### config.mk
export PLATFORM = sky130hd
export DESIGN_NAME = apb_uart_tx
export DESIGN_NICKNAME = d
export VERILOG_FILES = /design/src/rtl/apb_uart_tx.sv
export SDC_FILE = /design/constraint.sdc
export NUM_CORES = 1
export LEC_CHECK = 0
export ABC_AREA = 1
export CORE_UTILIZATION = 50
export DETAILED_ROUTE_END_ITERATION = 10
export PLACE_DENSITY = 0.78
export SETUP_SLACK_MARGIN = 0.5
export SYNTH_ARGS = -nofsm -noshare
export SYNTH_HDL_FRONTEND = slang
export SYNTH_SLANG_ARGS = --single-unit
### constraint.sdc
create_clock -name clk_i -period 2.65 [get_ports clk_i]
set_input_delay 0.265 -clock clk_i [delete_from_list [all_inputs] [get_ports clk_i]]
set_output_delay 0.265 -clock clk_i [all_outputs]
set_load 0.01 [all_outputs]
### src/rtl/apb_uart_tx.sv
// apb_uart_tx: APB-programmable UART transmitter with a TX FIFO and a baud divisor register.
// Define APB_UART_TX_PARITY_EN to append an even-parity bit (11-bit frame instead of 10).
module apb_uart_tx #(
  parameter int          FifoDepth  = 8,
  parameter logic [15:0] DefaultDiv = 16'd15
) (
  input  logic        clk_i,
  input  logic        rst_ni,
  input  logic        psel_i,
  input  logic        penable_i,
  input  logic        pwrite_i,
  input  logic [3:0]  paddr_i,
  input  logic [31:0] pwdata_i,
  output logic [31:0] prdata_o,
  output logic        pready_o,
  output logic        pslverr_o,
  output logic        tx_o,
  output logic        irq_o
);
  localparam int AW = $clog2(FifoDepth);
  typedef enum logic [2:0] {IDLE, START, DATA, PARITY, STOP} state_t;
  state_t state;
  logic [7:0] mem [FifoDepth];
  logic [AW:0] wp, rp, cnt;
  logic [6:0] cnt_ext;
  logic [3:0] cnt_sat;
  logic [15:0] div, div_lat, baud;
  logic [7:0] shreg;
  logic [2:0] bit_idx;
  logic [1:0] reg_sel;
  logic [31:0] rdata;
  logic acc, err, full, empty, push, pop, busy, tick, unused;
`ifdef APB_UART_TX_PARITY_EN
  logic par;
`endif
  // Bus responses are forced quiet while reset is held.
  assign acc = psel_i & penable_i & rst_ni;
  assign pready_o = psel_i & penable_i;
  assign reg_sel = paddr_i[3:2];
  assign cnt = wp - rp;
  assign cnt_ext = 7'(cnt);
  assign cnt_sat = (cnt_ext > 7'd15) ? 4'hf : cnt_ext[3:0];
  assign empty = (cnt == '0);
  assign full = cnt[AW];
  assign busy = (state != IDLE);
  assign pop = !busy && !empty;
  assign tick = (baud == div_lat);
  assign irq_o = empty & ~busy;
  assign err = acc & (((reg_sel == 2'd0) & pwrite_i & full) | ((reg_sel == 2'd1) & pwrite_i) | (reg_sel == 2'd3));
  assign push = acc & pwrite_i & (reg_sel == 2'd0) & ~full;
  assign rdata = (reg_sel == 2'd1) ? {24'b0, cnt_sat, 1'b0, busy, empty, full} :
                 (reg_sel == 2'd2) ? {16'b0, div} : '0;
  assign prdata_o = (acc & ~pwrite_i & ~err) ? rdata : '0;
  assign pslverr_o = err;
  assign unused = ^{pwdata_i[31:16], paddr_i[1:0]};
  always_ff @(posedge clk_i) begin
    if (push) mem[wp[AW-1:0]] <= pwdata_i[7:0];
  end
  always_ff @(posedge clk_i or negedge rst_ni) begin
    if (!rst_ni) begin
      wp <= '0;
      rp <= '0;
      div <= DefaultDiv;
    end else begin
      if (push) wp <= wp + 1'b1;
      if (pop) rp <= rp + 1'b1;
      if (acc && pwrite_i && reg_sel == 2'd2) div <= pwdata_i[15:0];
    end
  end
  always_ff @(posedge clk_i or negedge rst_ni) begin
    if (!rst_ni) begin
      state <= IDLE;
      tx_o <= 1'b1;
      shreg <= '0;
      div_lat <= '0;
      baud <= '0;
      bit_idx <= '0;
`ifdef APB_UART_TX_PARITY_EN
      par <= 1'b0;
`endif
    end else begin
      baud <= (state == IDLE || tick) ? '0 : baud + 1'b1;
      case (state)
        IDLE: if (pop) begin
          state <= START;
          tx_o <= 1'b0;
          shreg <= mem[rp[AW-1:0]];
          div_lat <= div;
`ifdef APB_UART_TX_PARITY_EN
          par <= ^mem[rp[AW-1:0]];
`endif
        end
        START: if (tick) begin
          state <= DATA;
          tx_o <= shreg[0];
          bit_idx <= '0;
        end
        DATA: if (tick) begin
          if (bit_idx == 3'd7) begin
`ifdef APB_UART_TX_PARITY_EN
            state <= PARITY;
            tx_o <= par;
`else
            state <= STOP;
            tx_o <= 1'b1;
`endif
          end else begin
            tx_o <= shreg[1];
            shreg <= shreg >> 1;
            bit_idx <= bit_idx + 1'b1;
          end
        end
`ifdef APB_UART_TX_PARITY_EN
        PARITY: if (tick) begin
          state <= STOP;
          tx_o <= 1'b1;
        end
`endif
        STOP: if (tick) state <= IDLE;
        default: state <= IDLE;
      endcase
    end
  end
endmodule

### After elaboration in Yosys (flattened, before gate mapping)

Memory sizes are Yosys's and may differ from the RTL's.
Cells that the tools add are included.
W data, S select, Z words.

| storage, ports and cells | value |
|---|---|
| register bits | 71 |
| output and inout port bits | 36 |
| memory bits (writable) | 64 |
| input bits | 41 |
| memories | 1 |
| word-level logic and storage cells | 91 |

| operators by class | value |
|---|---|
| order comparisons | 1 |
| equality and inequality tests | 14 |
| bitwise logic cells | 18 |
| add/subtract/negate cells | 5 |
| multiplexer cells | 25 |
| reduce and logical (&&, ||, !) cells | 18 |

Memory list:

| name | words | bits a word | read ports | clocked after memory_dff | write ports | RTL line | text |
|---|---|---|---|---|---|---|---|
| mem | 8 | 8 | 1 | 0 | 1 | 23 | `logic [7:0] mem [FifoDepth];` |

Operators with widths:

| kind | number |
|---|---|
| $mux W16 | 4 |
| $mux W8 | 3 |
| $mux W3 | 7 |
| $add A16 B1 Y16 const B | 1 |
| $eq A16 B16 Y1 | 1 |
| $pmux W8 S2 | 1 |
| $and A1 B1 Y1 | 12 |
| $ne A2 B2 Y1 const B | 6 |
| $pmux W3 S4 | 1 |
| $reduce_and A4 Y1 | 3 |
| $add A4 B1 Y4 const B | 2 |
| $eq A3 B3 Y1 const B | 2 |
| $mux W1 | 6 |
| $pmux W3 S2 | 1 |
| $reduce_bool A3 Y1 | 2 |
| $reduce_and A5 Y1 | 1 |
| $eq A2 B2 Y1 const B | 2 |
| $gt A4 B4 Y1 const B | 1 |
| $logic_not A4 Y1 | 1 |
| $mux W4 | 1 |
| $not A1 Y1 | 4 |
| $reduce_bool A2 Y1 | 2 |
| $sub A4 B4 Y4 | 1 |
| $add A3 B1 Y3 const B | 1 |
| 11 further kinds | 15 |

### Longest topological paths before layout

| depth | value |
|---|---|
| word-level depth | 9 |
| gate-level depth with buffers | 14 |
| gate-level depth less buffers | 12 |

### Worst setup path before layout

OpenSTA, ideal clock, no wires.

| timing | value |
|---|---|
| kind | register -> register |
| start point | reg rp[1] |
| end point | mem mem[2][0], enable pin |
| cell stages (with the launch flop) | 14 |
| slack | 0.008 ns |
| path buffers | 2 |
| required time | 2.280 ns |
| arrival time | 2.271 ns |
| library setup time | 0.370 ns |
| clock period less this slack | 2.642 ns |
| cell sequence | dfrtp_1 -> buf_2 -> clkinv_1 -> clkbuf_1 -> ha_1 -> nand3b_1 -> nand2_1 -> nand2_1 -> nand2_1 -> inv_1 -> nand2_1 -> inv_1 -> nand2_1 -> nor2_1 |

| between the ends | value |
|---|---|
| cells in the longest elaborated chain, start to end | 5 |

RTL lines:

| what | RTL line | text |
|---|---|---|
| from (decl) | 24 | `logic [AW:0] wp, rp, cnt;` |
| from (signal assigned) | 66 | `if (pop) rp <= rp + 1'b1;` |
| $sub A4 B4 Y4 | 40 | `assign cnt = wp - rp;` |
| $not A1 Y1 | 50 | `assign push = acc & pwrite_i & (reg_sel == 2'd0) & ~full;` |
| $and A1 B1 Y1 | 50 |  |
| $mux W1 | 57 | `if (push) mem[wp[AW-1:0]] <= pwdata_i[7:0];` |
| $mux W1 (implied by the code) | 57 |  |
| to (decl) | 23 |  |

No other way between the ends.

### Final worst setup path

| timing | value |
|---|---|
| start point | reg rp[2] |
| end point | out prdata_o[11] |

| between the ends | value |
|---|---|
| cells in the longest elaborated chain, start to end | 8 |

RTL lines:

| what | RTL line | text |
|---|---|---|
| $sub A4 B4 Y4 | 40 |  |
| $and A1 B1 Y1 | 49 | `assign err = acc & (((reg_sel == 2'd0) & pwrite_i & full) \| ((reg_sel == 2'd1) & pwrite_i) \| (reg_sel == 2'd3) ...` |
| $or A1 B1 Y1 (2 in a row) | 49 |  |
| $and A1 B1 Y1 | 49 |  |
| $not A1 Y1 | 53 | `assign prdata_o = (acc & ~pwrite_i & ~err) ? rdata : '0;` |
| $and A1 B1 Y1 | 53 |  |
| $mux W16 | 53 |  |
| to (decl) | 14 | `output logic [31:0] prdata_o,` |

No other way between the ends.

==> flow_summary.json <==
{
  "synthTopCellsByArea": "edfxtp_1 30%, dfrtp_1 26%, nand2_1 11%",
  "worstMarginPinSlew_ns": 0.527,
  "met3_usage_pct": 6.17,
  "ys.warnings.count": 0,
  "yosysUniqueCellTypes": 37,
  "drive_above_1_share_pct": 29.3,
  "synth-edff-count": 64,
  "maxSlewHeadroom_pct": 64.9,
  "overflow": 0,
  "max_cap_violations": 0,
  "period_needed_ns": 2.63,
  "synthToLayoutAreaGrowth_pct": 35.8,
  "fin_crit_sh_pct": 99.1,
  "vias_per_cell": 5.69,
  "start_util_pct": 52.3,
  "endpoint_kind": "output pin",
  "synthTopCellsByCount": "187 x nand2_1, 78 x nor2_1, 67 x inv_1",
  "rows": 40,
  "r2r-start": "rp[0]$_DFFE_PN0P_",
  "first_global_vias": 5313,
  "io_pins": 77,
  "synth-simple-area-share_pct": 23.9,
  "ys_ff_latch": 135,
  "grt_use_met2_pct": 44.4,
  "worst_slack_ns": 0.0245,
  "via_count": 5667,
  "routabilityCongestion": 0.816,
  "rsz0062_at_grt": "true",
  "hold_viol": 0,
  "p_leak_nw": 3.87,
  "power_mw": 5.22,
  "yosys.area.top_type_share_pct": 30.1,
  "cts_buffers": 17,
  "synth_top_family_by_area": "simple AND/OR/NAND/NOR gates",
  "multiInputGateArea_mm2": 0.00280,
  "start_kind": "register",
  "syn_avg_cell_area_um2": 8.93,
  "grtUsageMet1_pct": 34.3,
  "drt_pass1_iterations": 6,
  "worstPathRequired_ns": 2.38,
  "critPathLaunch": "rp[2]$_DFFE_PN0P_",
  "drtIter0Drc": 970,
  "grt_usage_pct": 27.4,
  "power.density_mw_per_mm2": 601,
  "pre_cts_ws_ns": 0.000355,
  "synth_most_common_cell": "nand2_1",
  "dieWidth_um": 115,
  "dieHeight_um": 115,
  "cts.sinks": 135,
  "slowest_stage": "dfrtp_1",
  "r2r_slack_ns": 0.21,
  "diodes": 0,
  "gr-max-usage-layer": "met2",
  "drc_errors": 0,
  "path_cells": "inv_4 > ha_4 > a21oi_4 > nand2_1 > nand2_2 > nand2_4 > inv_2 > nand2_1 > nand2_2 > nand3_4 > buf_16 > nor3_4 > buf_2",
  "critical_path_class": "register to output pin",
  "cts_buffer_depth": 2,
  "clkTransAtPathRegs_ns": 0.06,
  "muxShareOfSynthArea_pct": 0.176,
  "critPathMaxStageDelay_ns": 0.42,
  "synth_cells": 715,
  "synth.yosys.seq_area_share_pct": 58.0,
  "grt_max_degree": 42,
  "synth_xor_area_share_pct": 1.10,
  "die-area_mm2": 0.0132,
  "root_buffer": "clkbuf_16",
  "ir_drop_mv": 0.450,
  "yosys.area_share.adder_pct": 1.88,
  "hold_path_class": "primary input to register",
  "setup_viol": 0,
  "final_cells": 996,
  "dp_hpwl_um": 9810,
  "netlist_area_mm2": 0.00639,
  "async_reset_ff_share_pct": 52.6,
  "nets": 865,
  "path_max_fanout": 8,
  "slew_violations": 0,
  "cts-htree-levels": 4,
  "r2r-end": "div_lat[10]$_DFFE_PN0P_",
  "num-fill-cells": 760,
  "hold_slack_ns": 0.418,
  "max_freq_ghz": 0.381,
  "cts_tree": "yes",
  "r2r.worst_path.cells": 13,
  "antenna_left": 0,
  "outcome": "complete, no violations",
  "worstPathArrival_ns": 2.36,
  "grt_first_pass_wirelength_um": 26800,
  "placed_cells": 921,
  "routed_wl_um": 19100,
  "synth_compound_area_share_pct": 6.80,
  "endpoint": "prdata_o[11]",
  "antenna_found_initial": 0,
  "wire_per_inst_um": 19.2,
  "clock_latency_ns": 0.44,
  "core_region_area_mm2": 0.0122,
  "clock_skew_ns": 0.0119,
  "post-route-util_pct": 71.0,
  "io_buffers": 42,
  "regArea_mm2": 0.00371,
  "synth-main-ff-cell": "dfrtp_1",
  "synth_area_leader_cell": "edfxtp_1"
}
## per-stage QoR
step                      setup TNS, ns  cell area [um2]
after floorplan                       0             6630
after global placement                0             7170
after detailed placement              0             7170
after CTS                             0             8220
after global routing             -0.277             8670
final                                 0             8670
## worst max-delay path, delay by kind of cell, from the launching register on
kind	cells	cell delay [ns]
AO/OA/AOI/OAI	1	0.16
adder cells (fa/ha/maj)	1	0.21
AND/OR/NAND/NOR	7	0.65
flip-flops	1	0.42
buffers and inverters	4	0.49
## layout by cell type, fill, tap and decap left out, types with 4 or more instances in the layout
cell,Yosys,final
dfstp_2,5,5
inv_1,67,64
o21ai_2,0,12
nand3_2,1,6
nor2_2,5,12
conb_1,1,16
buf_4,16,31
buf_6,1,16
clkdlybuf4s50_1,0,23
nand3_1,65,58
clkbuf_16,0,19
clkinv_4,0,4
nor2_4,2,15
buf_12,0,10
buf_2,7,16
nand2_1,187,149
inv_2,11,13
nor3_4,0,9
a31oi_1,8,8
o21ai_1,3,6
o21ai_0,33,18
a21oi_1,32,28
dfrtp_1,66,64
xor2_1,5,4
nor2_1,78,58
ha_1,8,5
nand2_4,0,14
nand2_2,5,28
edfxtp_1,64,64
nor3_1,14,4
## how the worst min path moves through the flow
stage                  from             endpoint  slack [ns]  cells past startpoint
4_1_cts        pwdata_i[15]  div[15]$_DFFE_PN0P_        0.41                      3
2_1_floorplan        rst_ni    baud[0]$_DFF_PN0_       -0.03                      0
6_report       pwdata_i[14]  div[14]$_DFFE_PN0P_        0.42                      3
3_3_place_gp         rst_ni   baud[15]$_DFF_PN0_        0.40                      2
3_5_place_dp         rst_ni   baud[15]$_DFF_PN0_        0.41                      2
5_1_grt        pwdata_i[12]  div[12]$_DFFE_PN0P_        0.44                      3
## timing repair
item	4_1_cts	5_1_grt
endpoints found under the hold margin	29	0
pin swaps	20	29
buffers inserted	29	8
gates resized for setup	109	107
gates cloned	3	2
hold buffers	1	0
endpoints found under the setup margin	110	124
## state kept, by name (all words and copies together) (netlist names)
| register | cells |
|---|---|
| div | 16 |
| mem | 64 |
| rp | 4 |
| tx_o | 1 |
| bit_idx | 3 |
| div_lat | 16 |
| state | 3 |
| wp | 4 |
| shreg | 8 |
| baud | 16 |
## cells by family after synthesis
logic type / count (synthesis)
buf+inv: 117
compound gates: 81
xor+xnor: 8
other cells: 1
simple gates: 363
fa+ha+maj: 9
mux: 1
flops: 135
## per-layer routing
layer | up-vias | part of all wire, %
met3 | 98 | 7.6
li1 | 2506 | -
met1 | 2718 | 37
met5 | - | 0
met4 | 0 | 5.5
met2 | 345 | 50
## report_power, final
group	total, mW	internal, mW	switching (mW)
registers	2.31	2.27	0.0412
logic	0.593	0.238	0.355
clock network	2.31	1.37	0.938
## final cells by class
class	instances	share of cell area (%)
tap	168	2.42
sequential	135	42.7
clock inverter	9	1.07
clock buffer	23	5.51
timing repair buffer	103	12.5
inverter	80	3.55
multi-input combinational	478	32.3
Power figures use the tool's default switching activity.
